$ cat src/rtl/instr_load_scheduler_pkg.sv
`default_nettype none
// ============================================================================
// Module   : instr_load_scheduler_pkg
// Purpose  : Shared types for the instruction register load scheduler.
// Revision : 1.0 - initial release
// ============================================================================
package instr_load_scheduler_pkg;

    typedef enum logic [3:0] {
        ZERO  = 4'd0,
        PASSA = 4'd1,
        PASSB = 4'd2,
        ADD   = 4'd3,
        SUB   = 4'd4,
        MULT  = 4'd5,
        DIV   = 4'd6,
        MOD   = 4'd7
    } opcode_t;

    typedef logic signed [31:0] operand_t;
    typedef logic [4:0]         address_t;

    typedef struct packed {
        opcode_t  opc;
        operand_t op_a;
        operand_t op_b;
    } instruction_t;

    localparam int INSTR_DEPTH = 2**$bits(address_t);

    typedef enum logic [0:0] {
        RUN   = 1'b0,
        FLUSH = 1'b1
    } sched_state_t;

endpackage
`default_nettype wire

$ cat src/rtl/instr_load_scheduler_if.sv
`default_nettype none
// ============================================================================
// Module   : instr_load_scheduler_if
// Purpose  : Requester, register-load and consumer signals of the scheduler.
//            grant_cnt exists only when INSTR_SCHED_STATS_EN is defined.
// Revision : 1.0 - initial release
// ============================================================================
interface instr_load_scheduler_if
    import instr_load_scheduler_pkg::*;
#(
    parameter int NUM_REQ = 4
);
    logic [NUM_REQ-1:0]             req_valid;
    logic [NUM_REQ-1:0]             req_ready;
    opcode_t                        req_opcode    [NUM_REQ];
    operand_t                       req_operand_a [NUM_REQ];
    operand_t                       req_operand_b [NUM_REQ];
    logic                           flush;
    logic                           load_en;
    opcode_t                        opcode;
    operand_t                       operand_a;
    operand_t                       operand_b;
    address_t                       write_pointer;
    address_t                       read_pointer;
    logic                           rd_req;
    logic                           rd_valid;
    logic [$clog2(INSTR_DEPTH):0]   count;
    logic                           full;
    logic [$clog2(NUM_REQ)-1:0]     grant_id;
`ifdef INSTR_SCHED_STATS_EN
    logic [15:0]                    grant_cnt [NUM_REQ];
`endif

    modport master (
        output req_valid, req_opcode, req_operand_a, req_operand_b, flush, rd_req,
        input  req_ready, load_en, opcode, operand_a, operand_b, write_pointer,
               read_pointer, rd_valid, count, full, grant_id
`ifdef INSTR_SCHED_STATS_EN
        , input grant_cnt
`endif
    );

    modport slave (
        input  req_valid, req_opcode, req_operand_a, req_operand_b, flush, rd_req,
        output req_ready, load_en, opcode, operand_a, operand_b, write_pointer,
               read_pointer, rd_valid, count, full, grant_id
`ifdef INSTR_SCHED_STATS_EN
        , output grant_cnt
`endif
    );

endinterface
`default_nettype wire

$ cat src/rtl/instr_load_scheduler_rr_arbiter.sv
`default_nettype none
// ============================================================================
// Module   : rr_arbiter
// Purpose  : Combinational round-robin arbiter; search starts at i_pointer.
// Revision : 1.0 - initial release
// ============================================================================
module rr_arbiter #(
    parameter int N  = 4,
    parameter int IW = $clog2(N)
) (
    input  wire logic [N-1:0]  i_req,
    input  wire logic [IW-1:0] i_pointer,
    input  wire logic          i_enable,
    output logic      [N-1:0]  o_grant,
    output logic      [IW-1:0] o_idx,
    output logic               o_valid
);
    localparam int c_SW = IW + 1;

    logic [c_SW-1:0] w_pos;

    always_comb begin
        o_grant = '0;
        o_idx   = '0;
        o_valid = 1'b0;
        w_pos   = '0;
        for (int k = 0; k < N; k++) begin
            // One extra bit holds pointer+k before the modulo-N wrap
            w_pos = {1'b0, i_pointer} + c_SW'(k);
            if (w_pos >= c_SW'(N)) begin
                w_pos = w_pos - c_SW'(N);
            end
            if (i_enable && !o_valid && i_req[w_pos[IW-1:0]]) begin
                o_valid                 = 1'b1;
                o_grant[w_pos[IW-1:0]]  = 1'b1;
                o_idx                   = w_pos[IW-1:0];
            end
        end
    end

endmodule
`default_nettype wire

$ cat src/rtl/instr_load_scheduler.sv
`default_nettype none
// ============================================================================
// Module   : instr_load_scheduler
// Purpose  : Round-robin loader and circular-queue sequencer for the 32-entry
//            instruction register. Optional macro: INSTR_SCHED_STATS_EN.
// Revision : 1.0 - initial release
// ============================================================================
module instr_load_scheduler
    import instr_load_scheduler_pkg::*;
#(
    parameter int NUM_REQ = 4,
    parameter int DEPTH   = INSTR_DEPTH
) (
    input  wire logic               clk,
    input  wire logic               reset,
    instr_load_scheduler_if.slave   bus
);
    localparam int c_IW = $clog2(NUM_REQ);
    localparam int c_CW = $clog2(DEPTH) + 1;

    sched_state_t       r_state;
    logic               r_load_en;
    instruction_t       r_instr;
    address_t           r_wptr;
    address_t           r_rptr;
    logic [c_CW-1:0]    r_count;
    logic [c_IW-1:0]    r_grant_id;
    logic [c_IW-1:0]    r_rr_ptr;

    logic [c_CW-1:0]    w_occ;
    logic               w_can_load;
    logic [NUM_REQ-1:0] w_grant;
    logic [c_IW-1:0]    w_idx;
    logic               w_xfer;
    logic               w_rd_valid;
    logic               w_pop;

    // The in-flight write counts toward occupancy so a pop cannot free a slot early
    assign w_occ      = r_count + c_CW'(r_load_en);
    assign w_can_load = (r_state == RUN) && (w_occ < c_CW'(DEPTH));
    assign w_rd_valid = (r_state == RUN) && (r_count != '0);
    assign w_pop      = bus.rd_req && w_rd_valid;

    rr_arbiter #(
        .N  (NUM_REQ),
        .IW (c_IW)
    ) u_rr_arbiter (
        .i_req     (bus.req_valid),
        .i_pointer (r_rr_ptr),
        .i_enable  (w_can_load),
        .o_grant   (w_grant),
        .o_idx     (w_idx),
        .o_valid   (w_xfer)
    );

    always_ff @(posedge clk) begin
        if (reset) begin
            r_state    <= RUN;
            r_load_en  <= 1'b0;
            r_instr    <= '{opc: ZERO, op_a: '0, op_b: '0};
            r_wptr     <= '0;
            r_rptr     <= '0;
            r_count    <= '0;
            r_grant_id <= '0;
            r_rr_ptr   <= '0;
        end else begin
            case (r_state)
                RUN: begin
                    r_load_en <= w_xfer;
                    if (w_xfer) begin
                        r_instr    <= '{opc:  bus.req_opcode[w_idx],
                                        op_a: bus.req_operand_a[w_idx],
                                        op_b: bus.req_operand_b[w_idx]};
                        r_grant_id <= w_idx;
                        r_rr_ptr   <= (w_idx == c_IW'(NUM_REQ - 1)) ? '0 : w_idx + c_IW'(1);
                    end
                    if (r_load_en) begin
                        r_wptr <= r_wptr + address_t'(1);
                    end
                    if (w_pop) begin
                        r_rptr <= r_rptr + address_t'(1);
                    end
                    r_count <= r_count + c_CW'(r_load_en) - c_CW'(w_pop);
                    if (bus.flush) begin
                        r_state <= FLUSH;
                    end
                end
                FLUSH: begin
                    // A pending load still strobes the register this cycle; the queue is then emptied
                    r_load_en <= 1'b0;
                    r_wptr    <= '0;
                    r_rptr    <= '0;
                    r_count   <= '0;
                    r_state   <= RUN;
                end
                default: begin
                    r_state <= RUN;
                end
            endcase
        end
    end

`ifdef INSTR_SCHED_STATS_EN
    logic [15:0] r_grant_cnt [NUM_REQ];

    always_ff @(posedge clk) begin
        if (reset || (r_state == FLUSH)) begin
            for (int i = 0; i < NUM_REQ; i++) begin
                r_grant_cnt[i] <= '0;
            end
        end else if (w_xfer && (r_grant_cnt[w_idx] != 16'hFFFF)) begin
            r_grant_cnt[w_idx] <= r_grant_cnt[w_idx] + 16'd1;
        end
    end

    assign bus.grant_cnt = r_grant_cnt;
`endif

    assign bus.req_ready     = w_grant;
    assign bus.load_en       = r_load_en;
    assign bus.opcode        = r_instr.opc;
    assign bus.operand_a     = r_instr.op_a;
    assign bus.operand_b     = r_instr.op_b;
    assign bus.write_pointer = r_wptr;
    assign bus.read_pointer  = r_rptr;
    assign bus.rd_valid      = w_rd_valid;
    assign bus.count         = r_count;
    assign bus.full          = (w_occ == c_CW'(DEPTH));
    assign bus.grant_id      = r_grant_id;

endmodule
`default_nettype wire
$ cat src/flat_wrapper.sv
// flat-port wrapper written by rule: the top's interface ports become plain ports
module instr_load_scheduler_flat import instr_load_scheduler_pkg::*;
#(
    parameter int NUM_REQ = 4,
    parameter int DEPTH   = INSTR_DEPTH
)
  (clk, reset, bus_req_valid, bus_req_opcode, bus_req_operand_a, bus_req_operand_b, bus_flush, bus_rd_req, bus_req_ready, bus_load_en, bus_opcode, bus_operand_a, bus_operand_b, bus_write_pointer, bus_read_pointer, bus_rd_valid, bus_count, bus_full, bus_grant_id);
  instr_load_scheduler_if #(.NUM_REQ(NUM_REQ)) bus_i ();
  input  wire logic clk;
  input  wire logic reset;
  input wire logic [$bits(bus_i.req_valid)-1:0] bus_req_valid;
  input wire logic [$bits(bus_i.req_opcode)-1:0] bus_req_opcode;
  input wire logic [$bits(bus_i.req_operand_a)-1:0] bus_req_operand_a;
  input wire logic [$bits(bus_i.req_operand_b)-1:0] bus_req_operand_b;
  input wire logic [$bits(bus_i.flush)-1:0] bus_flush;
  input wire logic [$bits(bus_i.rd_req)-1:0] bus_rd_req;
  output wire logic [$bits(bus_i.req_ready)-1:0] bus_req_ready;
  output wire logic [$bits(bus_i.load_en)-1:0] bus_load_en;
  output wire logic [$bits(bus_i.opcode)-1:0] bus_opcode;
  output wire logic [$bits(bus_i.operand_a)-1:0] bus_operand_a;
  output wire logic [$bits(bus_i.operand_b)-1:0] bus_operand_b;
  output wire logic [$bits(bus_i.write_pointer)-1:0] bus_write_pointer;
  output wire logic [$bits(bus_i.read_pointer)-1:0] bus_read_pointer;
  output wire logic [$bits(bus_i.rd_valid)-1:0] bus_rd_valid;
  output wire logic [$bits(bus_i.count)-1:0] bus_count;
  output wire logic [$bits(bus_i.full)-1:0] bus_full;
  output wire logic [$bits(bus_i.grant_id)-1:0] bus_grant_id;
  assign bus_i.req_valid = bus_req_valid;
  assign bus_i.req_opcode = {>>{bus_req_opcode}};
  assign bus_i.req_operand_a = {>>{bus_req_operand_a}};
  assign bus_i.req_operand_b = {>>{bus_req_operand_b}};
  assign bus_i.flush = bus_flush;
  assign bus_i.rd_req = bus_rd_req;
  assign bus_req_ready = bus_i.req_ready;
  assign bus_load_en = bus_i.load_en;
  assign bus_opcode = bus_i.opcode;
  assign bus_operand_a = bus_i.operand_a;
  assign bus_operand_b = bus_i.operand_b;
  assign bus_write_pointer = bus_i.write_pointer;
  assign bus_read_pointer = bus_i.read_pointer;
  assign bus_rd_valid = bus_i.rd_valid;
  assign bus_count = bus_i.count;
  assign bus_full = bus_i.full;
  assign bus_grant_id = bus_i.grant_id;
  instr_load_scheduler #(.NUM_REQ(NUM_REQ), .DEPTH(DEPTH)) u_core (.clk(clk), .reset(reset), .bus(bus_i));
endmodule
$ cat config.mk
export PLATFORM = sky130hd
export DESIGN_NAME = instr_load_scheduler_flat
export DESIGN_NICKNAME = d
export VERILOG_FILES = /design/src/rtl/instr_load_scheduler_pkg.sv /design/src/rtl/instr_load_scheduler_if.sv /design/src/rtl/instr_load_scheduler_rr_arbiter.sv /design/src/rtl/instr_load_scheduler.sv /design/src/flat_wrapper.sv
export SDC_FILE = /design/constraint.sdc
export NUM_CORES = 1
export LEC_CHECK = 0
export CAP_MARGIN = 20
export CORE_AREA = 2 2 144 146
export CTS_CLUSTER_SIZE = 10
export DETAILED_ROUTE_END_ITERATION = 8
export DIE_AREA = 0 0 146 148
export GPL_ROUTABILITY_DRIVEN = 0
export GPL_TIMING_DRIVEN = 0
export PLACE_DENSITY = 0.63
export SLEW_MARGIN = 20
export SYNTH_ARGS = -nofsm -noshare
export SYNTH_HDL_FRONTEND = slang
export SYNTH_SLANG_ARGS = --single-unit
$ cat constraint.sdc
create_clock -name clk -period 7.1 [get_ports clk]
set_input_delay 2.13 -clock clk [delete_from_list [all_inputs] [get_ports clk]]
set_output_delay 2.13 -clock clk [all_outputs]
set_load 0.05 [all_outputs]
# ---- After elaboration in Yosys (flattened, before gate mapping)
# Cells that the tools add are included.
dict set report totals {
  regBits 90
  input_bits 280
  mem_bits_ro 0
  latchBits 0
  mem_count 0
  ramBits 0
  wordCells 114
  out_inout_bits 93
}
dict set report classes {
  n_mul 0
  magnitude_cmp 14
  div_mod_pow 0
  muxes 50
  n_shift 0
  n_reduce_logical 19
  n_addsub 12
  eq_ne 4
  bitwise_logic 5
}
# operator count
set ops {}
lappend ops {{$bmux 32 s2} 2}
lappend ops {{$mux 32} 4}
lappend ops {{$mux 4} 6}
lappend ops {{$pmux 5 s2} 2}
lappend ops {{$mux 2} 9}
lappend ops {{$logic_and 1x1->1} 14}
lappend ops {{$mux 1} 13}
lappend ops {{$ge 3x3->1 const B} 4}
lappend ops {{$lt 2x3->1 const B} 4}
lappend ops {{$or 4x4->4} 3}
lappend ops {{$pmux 6 s2} 1}
lappend ops {{$add 5x1->5 const B} 2}
lappend ops {{$mux 5} 2}
lappend ops {{$bmux 1 s2} 4}
lappend ops {{$bmux 4 s2} 1}
lappend ops {{$demux 1 s2} 4}
lappend ops {{$ge 2x1->1 const B} 4}
lappend ops {{$sub 2x1->2 const B} 4}
lappend ops {{$add 2x2->3 const B} 2}
lappend ops {{$add 6x1->6} 1}
lappend ops {{$eq 6x6->1 const B} 1}
lappend ops {{$lt 6x6->1 const B} 1}
lappend ops {{$reduce_bool 6->1} 1}
lappend ops {{$sub 6x1->6} 1}
lappend ops {{other kinds (10)} 14}

# ---- Depth between registers and ports, before layout
# Gate-level depths: netlist of run 1.
dict set report depth {
  depth_word 22
  ltp_mapped 13
  ltp_nobuf 10
}

# ---- Cells and area by module
# Synthesis of run 1 repeated with hierarchy kept, for this count alone.
dict set report hier_totals {
  hier_cells 565
  hier_area_um2 5555.3
}
# mod area_per_inst_um2 seq_area_each_um2 cells_each n_inst
set by_module_without_submodules {}
lappend by_module_without_submodules {instr_load_scheduler 5006.1 1801.7 499 1}
lappend by_module_without_submodules {rr_arbiter 549.3 0.0 66 1}

# ---- Least setup slack after synthesis of run 1
# No wires, ideal clock.
dict set report synth_path {
  kind {input port to output port}
  startpoint {input bus_req_valid[3]}
  endpoint {output bus_req_ready[2]}
  required_time_ps 4970
  t_arrival_ps 4052
  path_buffers 0
  cell_stages 4
  path_slack_ps 918
  path_cell_list {mux4_2 nor2b_1 a22oi_1 o21ai_0}
}
dict set report synth_via {
  elab_chain_len 16
  word_cells_on_any_way 28
  classes_between {15 x mux; 3 x bitwise; 10 x reduce/logical}
}
# element line_no
set synth_rtl {}
lappend synth_rtl {{from (decl)} flat_wrapper.sv:11} ;# input wire logic [$bits(bus_i.req_valid)-1:0] bus_req_valid;
lappend synth_rtl {{$bmux 1 s2} instr_load_scheduler_rr_arbiter.sv:33} ;# if (i_enable && !o_valid && i_req[w_pos[IW-1:0]]) begin
lappend synth_rtl {{$mux 1 (implied by the code)} instr_load_scheduler_rr_arbiter.sv:33}
lappend synth_rtl {{$logic_and 1x1->1} instr_load_scheduler_rr_arbiter.sv:33}
lappend synth_rtl {{$mux 1} instr_load_scheduler_rr_arbiter.sv:33}
lappend synth_rtl {{$logic_not 1->1} instr_load_scheduler_rr_arbiter.sv:33}
lappend synth_rtl {{$logic_and 1x1->1 (2 in a row)} instr_load_scheduler_rr_arbiter.sv:33}
lappend synth_rtl {{$mux 1} instr_load_scheduler_rr_arbiter.sv:33}
lappend synth_rtl {{$logic_not 1->1} instr_load_scheduler_rr_arbiter.sv:33}
lappend synth_rtl {{$logic_and 1x1->1 (2 in a row)} instr_load_scheduler_rr_arbiter.sv:33}
lappend synth_rtl {{$mux 1} instr_load_scheduler_rr_arbiter.sv:33}
lappend synth_rtl {{$logic_not 1->1} instr_load_scheduler_rr_arbiter.sv:33}
lappend synth_rtl {{$logic_and 1x1->1 (2 in a row)} instr_load_scheduler_rr_arbiter.sv:33}
lappend synth_rtl {{$mux 4 *} instr_load_scheduler_rr_arbiter.sv:33}
lappend synth_rtl {{to (decl)} flat_wrapper.sv:17} ;# output wire logic [$bits(bus_i.req_ready)-1:0] bus_req_ready;
# Mark *: on every way between the ends. The rest lies on a longest branch, timed or not. The select of a mux whose other input is x is not followed.

# ---- Final worst setup path of run 1
# Same ends and word-level chain as after synthesis.

==> impl_results.md, run 1 <==
- Outcome: completed
- Endpoint class of the critical path: output port
- Hold_sp: u_core.bus.operand_a[5]
- Register area share after synthesis: 30.51%
- Routed length per instance: 21.07 um
- Core area: 20040 um2
- Internal power: 2262 uW
- Clk_skew: 0.01307 ns
- Maximum VDD drop: 168.9 uV
- Unrepaired setup endpoints after global routing: false
- Most frequent cells in the layout: 368 x clkdlybuf4s50_1, 138 x nand3_1, 90 x dfxtp_1
- Port bufs: 372
- Worst EP required: 4.97 ns
- Nets: 1390
- Number of flops mapped to enable cells by yosys: 0
- Clock power frac: 11.0%
- Yosys cell types: 46
- Post-layout total power: 4724 uW
- Main synth FF type: dfxtp_1
- Fill cells: 1986
- CTS H-tree depth: 3
- CTS buffer count: 9
- Initial core utilization: 29.47%
- Max Slew Vio Count: 0
- Final min period: 6.923 ns
- R2R Setup Slk: 3.12 ns
- Die X: 146 um
- Worst Path Max Fanout: 8
- Setup ws final: 0.1772 ns
- Reg clk slew, reported paths: 0.07 ns
- Worst Hold Class: reg -> reg
- Routed wire length: 29000 um
- Hold EP: u_core.bus.operand_a[5]
- Pwr dens: 459.5 nW/um2
- TNS Setup: 0 ns
- Hpwl dp: 22300 um
- Setup violations, final: 0
- DR vias/cell: 5.436
- Critical Path AT: 4.79 ns
- Postcts setup bufs: 0
- Layout Area Growth over Synthesis: 74.09%
- Antenna violations before repair: 1
- CTS Hold Bufs: 0
- Synth Net Count: 1007
- P_sw: 2462 uW
- Post-layout util: 51.30%
- Die Footprint: 21610 um2
- Rel. slew slack: 48.69%
- Max Cap Violations: 0
- Seq pwr share: 16.8%
- # DRC: 0
- Hold Path Stages: 1
- Reg2Reg Depth: 13
- Num ports: 373
- Clk sink count: 90
- Leakage: 0.004058 uW
- Syn avg cell area: 8.237 um2
- Startpoint types: primary input
- Synth async-reset ratio: 0%
- DRT Pass-1 Iters: 5
- First-pass GRT wire length: 42610 um
- Congestion Overflow GR: 0
- Largest net degree at the start of global routing: 18
- Initial DRC count: 484
- R2R Path End: u_core.bus.operand_b[13]
- Switch share: 52.12%
- Die Ht: 148 um
- Worst slew pin tran: 0.7625 ns
- Fin. Hold Viols: 0
- Via count: 7480
- Final Cycle Share: 97.50%
- Cells after synthesis: 717
- Worst skew pair latency: 0.35 ns
- CTS tree: built
- FMAX: 144.5 MHz
- Placement Rows: 52
- DP Worst Slack: -0.07876 ns
- Reg-to-reg critical path startpoint: u_core.r_rr_ptr[0]
- Combinational share of power: 72.3%
- Register bit total from synthesis: 90
- Clk root buf: clkbuf_16
- Routed Antenna Nets: 0
- Cell area after synthesis: 5906 um2
- Worst Path Class, Setup: in -> out
- Commonest non-fill, non-tap cell in the layout: clkdlybuf4s50_1
- Fraction of layout cells with a size suffix above 1: 5.430%
- Gr usage total: 25.52%
- Vias in the first global route: 7264
- YS warnings: 0
- Maximum clock path buffer count: 2
[Yosys cell counts (4+ instances only)]
| library cell | count | area (um2) |
|---|---|---|
| clkbuf_1 | 49 | 183.9 |
| nand4_1 | 4 | 25.02 |
| a22oi_1 | 5 | 37.54 |
| nand3_1 | 138 | 690.7 |
| nor2_1 | 28 | 105.1 |
| buf_6 | 9 | 101.4 |
| buf_2 | 19 | 95.09 |
| nor2b_1 | 5 | 31.28 |
| xnor2_1 | 7 | 61.31 |
| dfxtp_1 | 90 | 1802 |
| o21ai_0 | 71 | 355.3 |
| a211o_1 | 69 | 604.3 |
| a21oi_1 | 4 | 20.02 |
| mux2i_1 | 5 | 50.05 |
| and3_1 | 69 | 431.7 |
| buf_4 | 7 | 52.55 |
| inv_1 | 7 | 26.28 |
| ha_1 | 10 | 125.1 |
| mux4_2 | 4 | 90.09 |
| a32o_1 | 68 | 680.7 |
| xor2_1 | 7 | 61.31 |
| nand2_1 | 8 | 30.03 |
[worst max-delay path, cell delays in order]
cell,delay (ns)
clkdlybuf4s50_1,0.55
mux4_2,0.61
or2_1,0.30
nor3_1,0.39
a22oi_1,0.11
o21ai_0,0.13
dlygate4sd2_1,0.57
[worst max path at each step]
| stage | start | endpoint |
|---|---|---|
| floorplan | bus_req_valid[3] | bus_req_ready[2] |
| global placement | bus_req_valid[3] | bus_req_ready[2] |
| detailed placement | bus_req_valid[3] | bus_req_ready[2] |
| CTS | bus_req_valid[3] | bus_req_ready[2] |
| global route | bus_req_valid[3] | bus_req_ready[2] |
| finish | bus_req_valid[3] | bus_req_ready[2] |
[layer usage]
metal | up-vias | routed length (um) | global-route usage (%)
met4 | 0 | 801 | 9.029
met2 | 327 | 14020 | 43.23
li1 | 3567 | - | -
met5 | - | 0 | 0
met3 | 46 | 2248 | 6.173
met1 | 3540 | 11920 | 31.72
[power by group through the flow]
stage	Sequential [uW]	Clock, uW	Combinational (uW)
after global routing	814	550	3650
after global placement	798	0	3390
after CTS	792	533	3410
final	793	517	3410
after detailed placement	802	0	3410
after floorplan	1340	0	1740
[per-stage QoR]
step | hold WS (ns) | std cells | cell area (um2)
after floorplan | 0.6211 | 717 | 5906
after global placement | 0.4452 | 1359 | 9967
after detailed placement | 0.4528 | 1359 | 9967
after CTS | 0.4703 | 1375 | 10270
after global routing | 0.4799 | 1375 | 10280
final | 0.4661 | 1376 | 10280
[final cells by class]
| class | instances | area [um2] | share of cell area [%] |
|---|---|---|---|
| flip-flops and latches | 90 | 1802 | 17.52 |
| multi-input cells | 534 | 3643 | 35.44 |
| diodes | 1 | 2.502 | 0.02434 |
| inverters | 7 | 26.28 | 0.2556 |
| clock inverters | 7 | 85.08 | 0.8276 |
| clock buffers | 9 | 225.2 | 2.191 |
| well taps | 270 | 337.8 | 3.286 |
| plain buffers | 86 | 440.4 | 4.284 |
| repair buffers | 372 | 3719 | 36.17 |
[cells by family (layout without fill, tap and decap cells)]
family | Yosys count | in the layout | share of synthesized area (%)
AO/OA/AOI/OAI | 234 | 234 | 31.17
multiplexers | 9 | 9 | 2.373
flip-flops | 90 | 90 | 30.51
buffers and inverters | 93 | 481 | 7.903
XOR/XNOR | 14 | 14 | 2.076
AND/OR/NAND/NOR | 267 | 267 | 23.86
adder cells (fa/ha/maj) | 10 | 10 | 2.119
other | 0 | 1 | 0
[timing repair]
| action | CTS | global route |
|---|---|---|
| hold endpoints to repair | 0 | 0 |
| endpoints found under the setup margin | 4 | 0 |
| resized for setup | 4 | 0 |
[sequential cells by signal, indices dropped and copies added, names as in the netlist]
signal	count
u_core.r_state	1
u_core.bus.operand_a	32
u_core.bus.operand_b	32
u_core.bus.write_pointer	5
u_core.bus.read_pointer	5
u_core.bus.load_en	1
u_core.bus.count	6
u_core.r_rr_ptr	2
u_core.bus.opcode	4
u_core.bus.grant_id	2
No activity file was read; power rests on OpenSTA's default activity.
==> inputs of run 2 (changes only) <==
--- a/config.mk
+++ b/config.mk
@@ -7,7 +7,7 @@
 export LEC_CHECK = 0
 export CAP_MARGIN = 20
 export CORE_AREA = 2 2 144 146
-export CTS_CLUSTER_SIZE = 10
+export CTS_CLUSTER_SIZE = 30
 export DETAILED_ROUTE_END_ITERATION = 8
 export DIE_AREA = 0 0 146 148
 export GPL_ROUTABILITY_DRIVEN = 0
==> results of run 2 <==
No change in the layout: final DEF, timing and power equal those of run 1.
